## src/rtl/usb_tx.sv

```systemverilog
// usb_tx: USB low-speed transmit serializer (SYNC, LSB-first data, bit stuffing, NRZI, EOP).
package types;
    typedef enum logic [1:0] {SE0 = 2'b00, J = 2'b01, K = 2'b10} d_port_t;
endpackage

module usb_tx #(
    parameter int CLKS_PER_BIT = 16
) (
    input  logic           reset,
    input  logic           clk,
    input  logic [7:0]     tx_data,
    input  logic           tx_valid,
    output logic           tx_ready,
    output types::d_port_t q,
    output logic           oe,
    output logic           busy
);
    import types::*;

    localparam int TW = $clog2(CLKS_PER_BIT);

    typedef enum logic [2:0] {IDLE, SYNC, DATA, EOP_SE0, EOP_J} state_t;

    state_t        state, state_n;
    logic [TW-1:0] timer, timer_n;
    logic [2:0]    bit_cnt, bit_n;
    logic [2:0]    ones, ones_n;
    logic [7:0]    sh, sh_n;
    d_port_t       q_n;
    logic          wrap, send, bit_val;

    assign wrap = timer == TW'(CLKS_PER_BIT - 1);
    assign busy = state != IDLE;
    assign oe   = busy;

    always_ff @(posedge clk) begin
        if (reset) begin
            state   <= IDLE;
            timer   <= '0;
            bit_cnt <= '0;
            ones    <= '0;
            sh      <= '0;
            q       <= J;
        end else begin
            state   <= state_n;
            timer   <= timer_n;
            bit_cnt <= bit_n;
            ones    <= ones_n;
            sh      <= sh_n;
            q       <= q_n;
        end
    end

    // SYNC is shifted out of sh like a data byte; bit_cnt is the index of the last data bit on the line
    always_comb begin
        state_n  = state;
        timer_n  = busy ? (wrap ? '0 : timer + 1'b1) : timer;
        bit_n    = bit_cnt;
        ones_n   = ones;
        sh_n     = sh;
        q_n      = q;
        tx_ready = 1'b0;
        send     = 1'b0;
        bit_val  = 1'b0;
        case (state)
            IDLE: if (tx_valid) begin
                state_n = SYNC;
                sh_n    = 8'h80;
                bit_n   = '0;
                ones_n  = '0;
                q_n     = K;
            end
            SYNC, DATA: if (wrap) begin
                if (ones == 3'd6) begin
                    send = 1'b1;
                end else if (bit_cnt != 3'd7) begin
                    bit_n   = bit_cnt + 1'b1;
                    sh_n    = sh >> 1;
                    send    = 1'b1;
                    bit_val = sh[1];
                end else if (tx_valid) begin
                    state_n  = DATA;
                    sh_n     = tx_data;
                    bit_n    = '0;
                    tx_ready = 1'b1;
                    send     = 1'b1;
                    bit_val  = tx_data[0];
                end else begin
                    state_n = EOP_SE0;
                    bit_n   = '0;
                    q_n     = SE0;
                end
            end
            EOP_SE0: if (wrap) begin
                if (bit_cnt == 3'd0) bit_n = 3'd1;
                else begin
                    state_n = EOP_J;
                    q_n     = J;
                end
            end
            EOP_J: if (wrap) state_n = IDLE;
            default: ;
        endcase
        if (send) begin
            q_n    = bit_val ? q : (q == J ? K : J);
            ones_n = bit_val ? ones + 1'b1 : 3'd0;
        end
    end
endmodule

```

## config.mk

```make
export PLATFORM = sky130hd
export DESIGN_NAME = usb_tx
export DESIGN_NICKNAME = d
export VERILOG_FILES = /design/src/rtl/usb_tx.sv
export SDC_FILE = /design/constraint.sdc
export NUM_CORES = 1
export LEC_CHECK = 0
export BUFFER_PORTS_ARGS = -buffer_cell sky130_fd_sc_hd__buf_4
export CORE_MARGIN = 5
export CORE_UTILIZATION = 55
export CTS_BUF_LIST = sky130_fd_sc_hd__clkbuf_16
export DETAILED_ROUTE_END_ITERATION = 7
export GPL_ROUTABILITY_DRIVEN = 0
export GPL_TIMING_DRIVEN = 0
export PLACE_DENSITY = 0.88
export SYNTH_ARGS = -nofsm -noshare
export SYNTH_HDL_FRONTEND = slang
export SYNTH_SLANG_ARGS = --single-unit
export TNS_END_PERCENT = 100
```

## constraint.sdc

```tcl
create_clock -name clk -period 5.5 [get_ports clk]
set_clock_uncertainty 0.2 [all_clocks]
set_input_delay 0.55 -clock clk [delete_from_list [all_inputs] [get_ports clk]]
set_output_delay 0.55 -clock clk [all_outputs]
set_load 0.02 [all_outputs]
```

==> flow_metrics.tcl <==
set metrics [dict create \
    finalSetupTns_ns 0 \
    yosys_warnings 0 \
    grt-ovfl-total 0 \
    netlist.area_leader.share 0.314 \
    clock-root-buffer "clkbuf_16" \
    hold_violations 0 \
    critPathMaxFanout 8 \
    p_clk_frac 0.200 \
    nets 205 \
    ctsHoldBuffers 0 \
    drtPass1Iterations 4 \
    num_antenna_cells 0 \
    critical_path_class "reg2out" \
    wirelength_um 3240 \
    hp-class "reg2reg" \
    path_clk_slew_ns 0.06 \
    syn-cell-area_um2 1400 \
    maxSlewViolCount 0 \
    yosys-top-cells-area "dfxtp_1 (31%), mux2i_1 (9.3%), nor2_1 (6.7%), a21oi_1 (5.3%), ha_1 (5.3%)" \
    area_delta_synth_final_pct 15.5 \
    synth_async_sr_flop_share 0 \
    dieArea_um2 3660 \
    cts_setup_buffers 0 \
    crit_arrival_ns 1.77 \
    dr_total_vias 1283 \
    antenna_found_initial 0 \
    synth_most_common_cell "nor2_1" \
    synth_edf_count 0 \
    start_util 0.572 \
    synth_top_flop_cell "dfxtp_1" \
    grt_max_degree 12 \
    hpwl_um 2360 \
    cts_tree "built" \
    die_w_um 60.5 \
    drv_cap 0 \
    io-pin-count 16 \
    grt_pass1_vias 1297 \
    ys_types 42 \
    power.switching_uw 307 \
    grt_usage 0.199 \
    final-setup-viol-count 0 \
    yosysSeqAreaShare 0.314 \
    regArea_um2 440 \
    ant_nets 0 \
    setup_slack_ns 2.98 \
    synth_top_area_cell "dfxtp_1" \
    fillers 213 \
    port_buffers 14 \
    grt_pass1_wl_um 5580 \
    core_area_um2 2450 \
    swShare 0.407 \
    drc_errors 0 \
    drtIter0Drc 41 \
    clk_latency_ns 0.25 \
    fp-row-count 18 \
    internal_power_uw 447 \
    clock_path_buffers 2 \
    comb_power_share 0.521 \
    synth_nets 186 \
    max_slew.worst_pin.slew_ns 0.526 \
    max-vdd-ir-drop_v 0.000259 \
    syn_inst 169 \
    seqPwrFrac 0.279 \
    dp_cells 213 \
    finalCritPeriodShare 0.458 \
    post_cts_resized 0 \
    drive_gt1_frac 0.172 \
    viasPerCell 5.94 \
    multi_input_area_um2 873 \
    die_h_um 60.5 \
    cts-htree-levels 1 \
    postSynthAreaPerCell_um2 8.31 \
    min_period_ns 2.52 \
    netlist_top_cells_count "nor2_1 (25), dfxtp_1 (22), a21oi_1 (15), mux2i_1 (13), nand2_1 (12)" \
    cts_inserted_buffers 3 \
    power_leakage_uw 0.000671 \
    rsz0062_at_grt "no" \
    end_kind "primary output" \
    status "complete, no violations" \
    wl_per_cell_um 15.0 \
    cts.sinks 22 \
    final_cells 216 \
    synth_seq_cells 22 \
    p_per_area_nw_per_um2 465 \
    fmax_ghz 0.397 \
    place_ws_ns 3.23 \
    worst_slew_margin_rel 0.649 \
    crit_path_start_kind "flop" \
    cp.required_ns 4.75 \
]
-- sequential cells by signal (all words and copies together), names as in the netlist --
signal / count
sh: 7
bit_cnt: 3
state: 3
ones: 3
timer: 4
q: 2
-- critical path, cell delays in order (launching register included) --
cell,delay (ns)
dfxtp_1,0.39
ha_1,0.24
and3_1,0.16
buf_2,0.20
and3_1,0.19
and4_1,0.20
buf_4,0.14
-- per-stage QoR --
step | cell area [um^2] | util | hold WS [ns] | total power (uW)
2_1_floorplan | 1400 | - | 0.252 | 512
3_3_place_gp | 1550 | 0.630 | 0.262 | 583
3_5_place_dp | 1550 | 0.630 | 0.283 | 601
4_1_cts | 1620 | 0.661 | 0.290 | 755
5_1_grt | 1620 | 0.661 | 0.305 | 806
6_report | 1620 | 0.661 | 0.292 | 754
-- per-layer routing --
| metal | track usage | part of all wire | vias up |
|---|---|---|---|
| met2 | 0.366 | 0.51 | 40 |
| li1 | - | - | 637 |
| met1 | 0.241 | 0.43 | 603 |
| met3 | 0.0277 | 0.044 | 3 |
| met4 | 0.0588 | 0.0077 | 0 |
| met5 | 0 | 0 | - |
-- power groups by stage --
stage / sequential, uW / combinational, uW / clock (uW)
CTS: 210 / 391 / 154
global route: 213 / 432 / 160
detailed placement: 213 / 388 / 0
finish: 210 / 393 / 151
global placement: 211 / 373 / 0
floorplan: 212 / 300 / 0
-- worst paths after layout --
| check | from | end | slack, ns | cells after the start |
|---|---|---|---|---|
| hold / removal | timer[1] | timer[1] | 0.29 | 2 |
| hold reg to reg | timer[1] | timer[1] | 0.29 | 2 |
| setup / recovery | timer[0] | tx_ready | 2.98 | 6 |
| setup reg to reg | bit_cnt[0] | ones[2] | 3.17 | 7 |
-- cells in the final DEF, fill, tap and decap left out, drive strengths merged, types with 3 or more instances in the layout --
cell type,netlist,final
a211oi,4,4
mux2i,13,13
nand3,3,3
o21ai,5,5
nand2,12,12
nor3,5,5
buf,9,23
inv,8,8
nor2b,3,3
clkbuf,2,5
ha,6,6
a21oi,15,15
nor2,25,25
and3,3,3
dfxtp,22,22
-- cells by family after synthesis --
kind of cell	count (synthesis)	share of synthesized area
compound gates	47	0.248
flops	22	0.314
simple gates	58	0.194
buf+inv	19	0.0642
fa+ha+maj	6	0.0535
mux	15	0.109
xor+xnor	2	0.0178
-- cell type report --
class / instances / area share
clock buffers: 3 / 0.0463
inverters: 8 / 0.0185
plain buffers: 11 / 0.0370
repair buffers: 14 / 0.0648
well taps: 30 / 0.0231
flip-flops and latches: 22 / 0.272
multi-input cells: 128 / 0.539
Power figures use the tool's default switching activity.
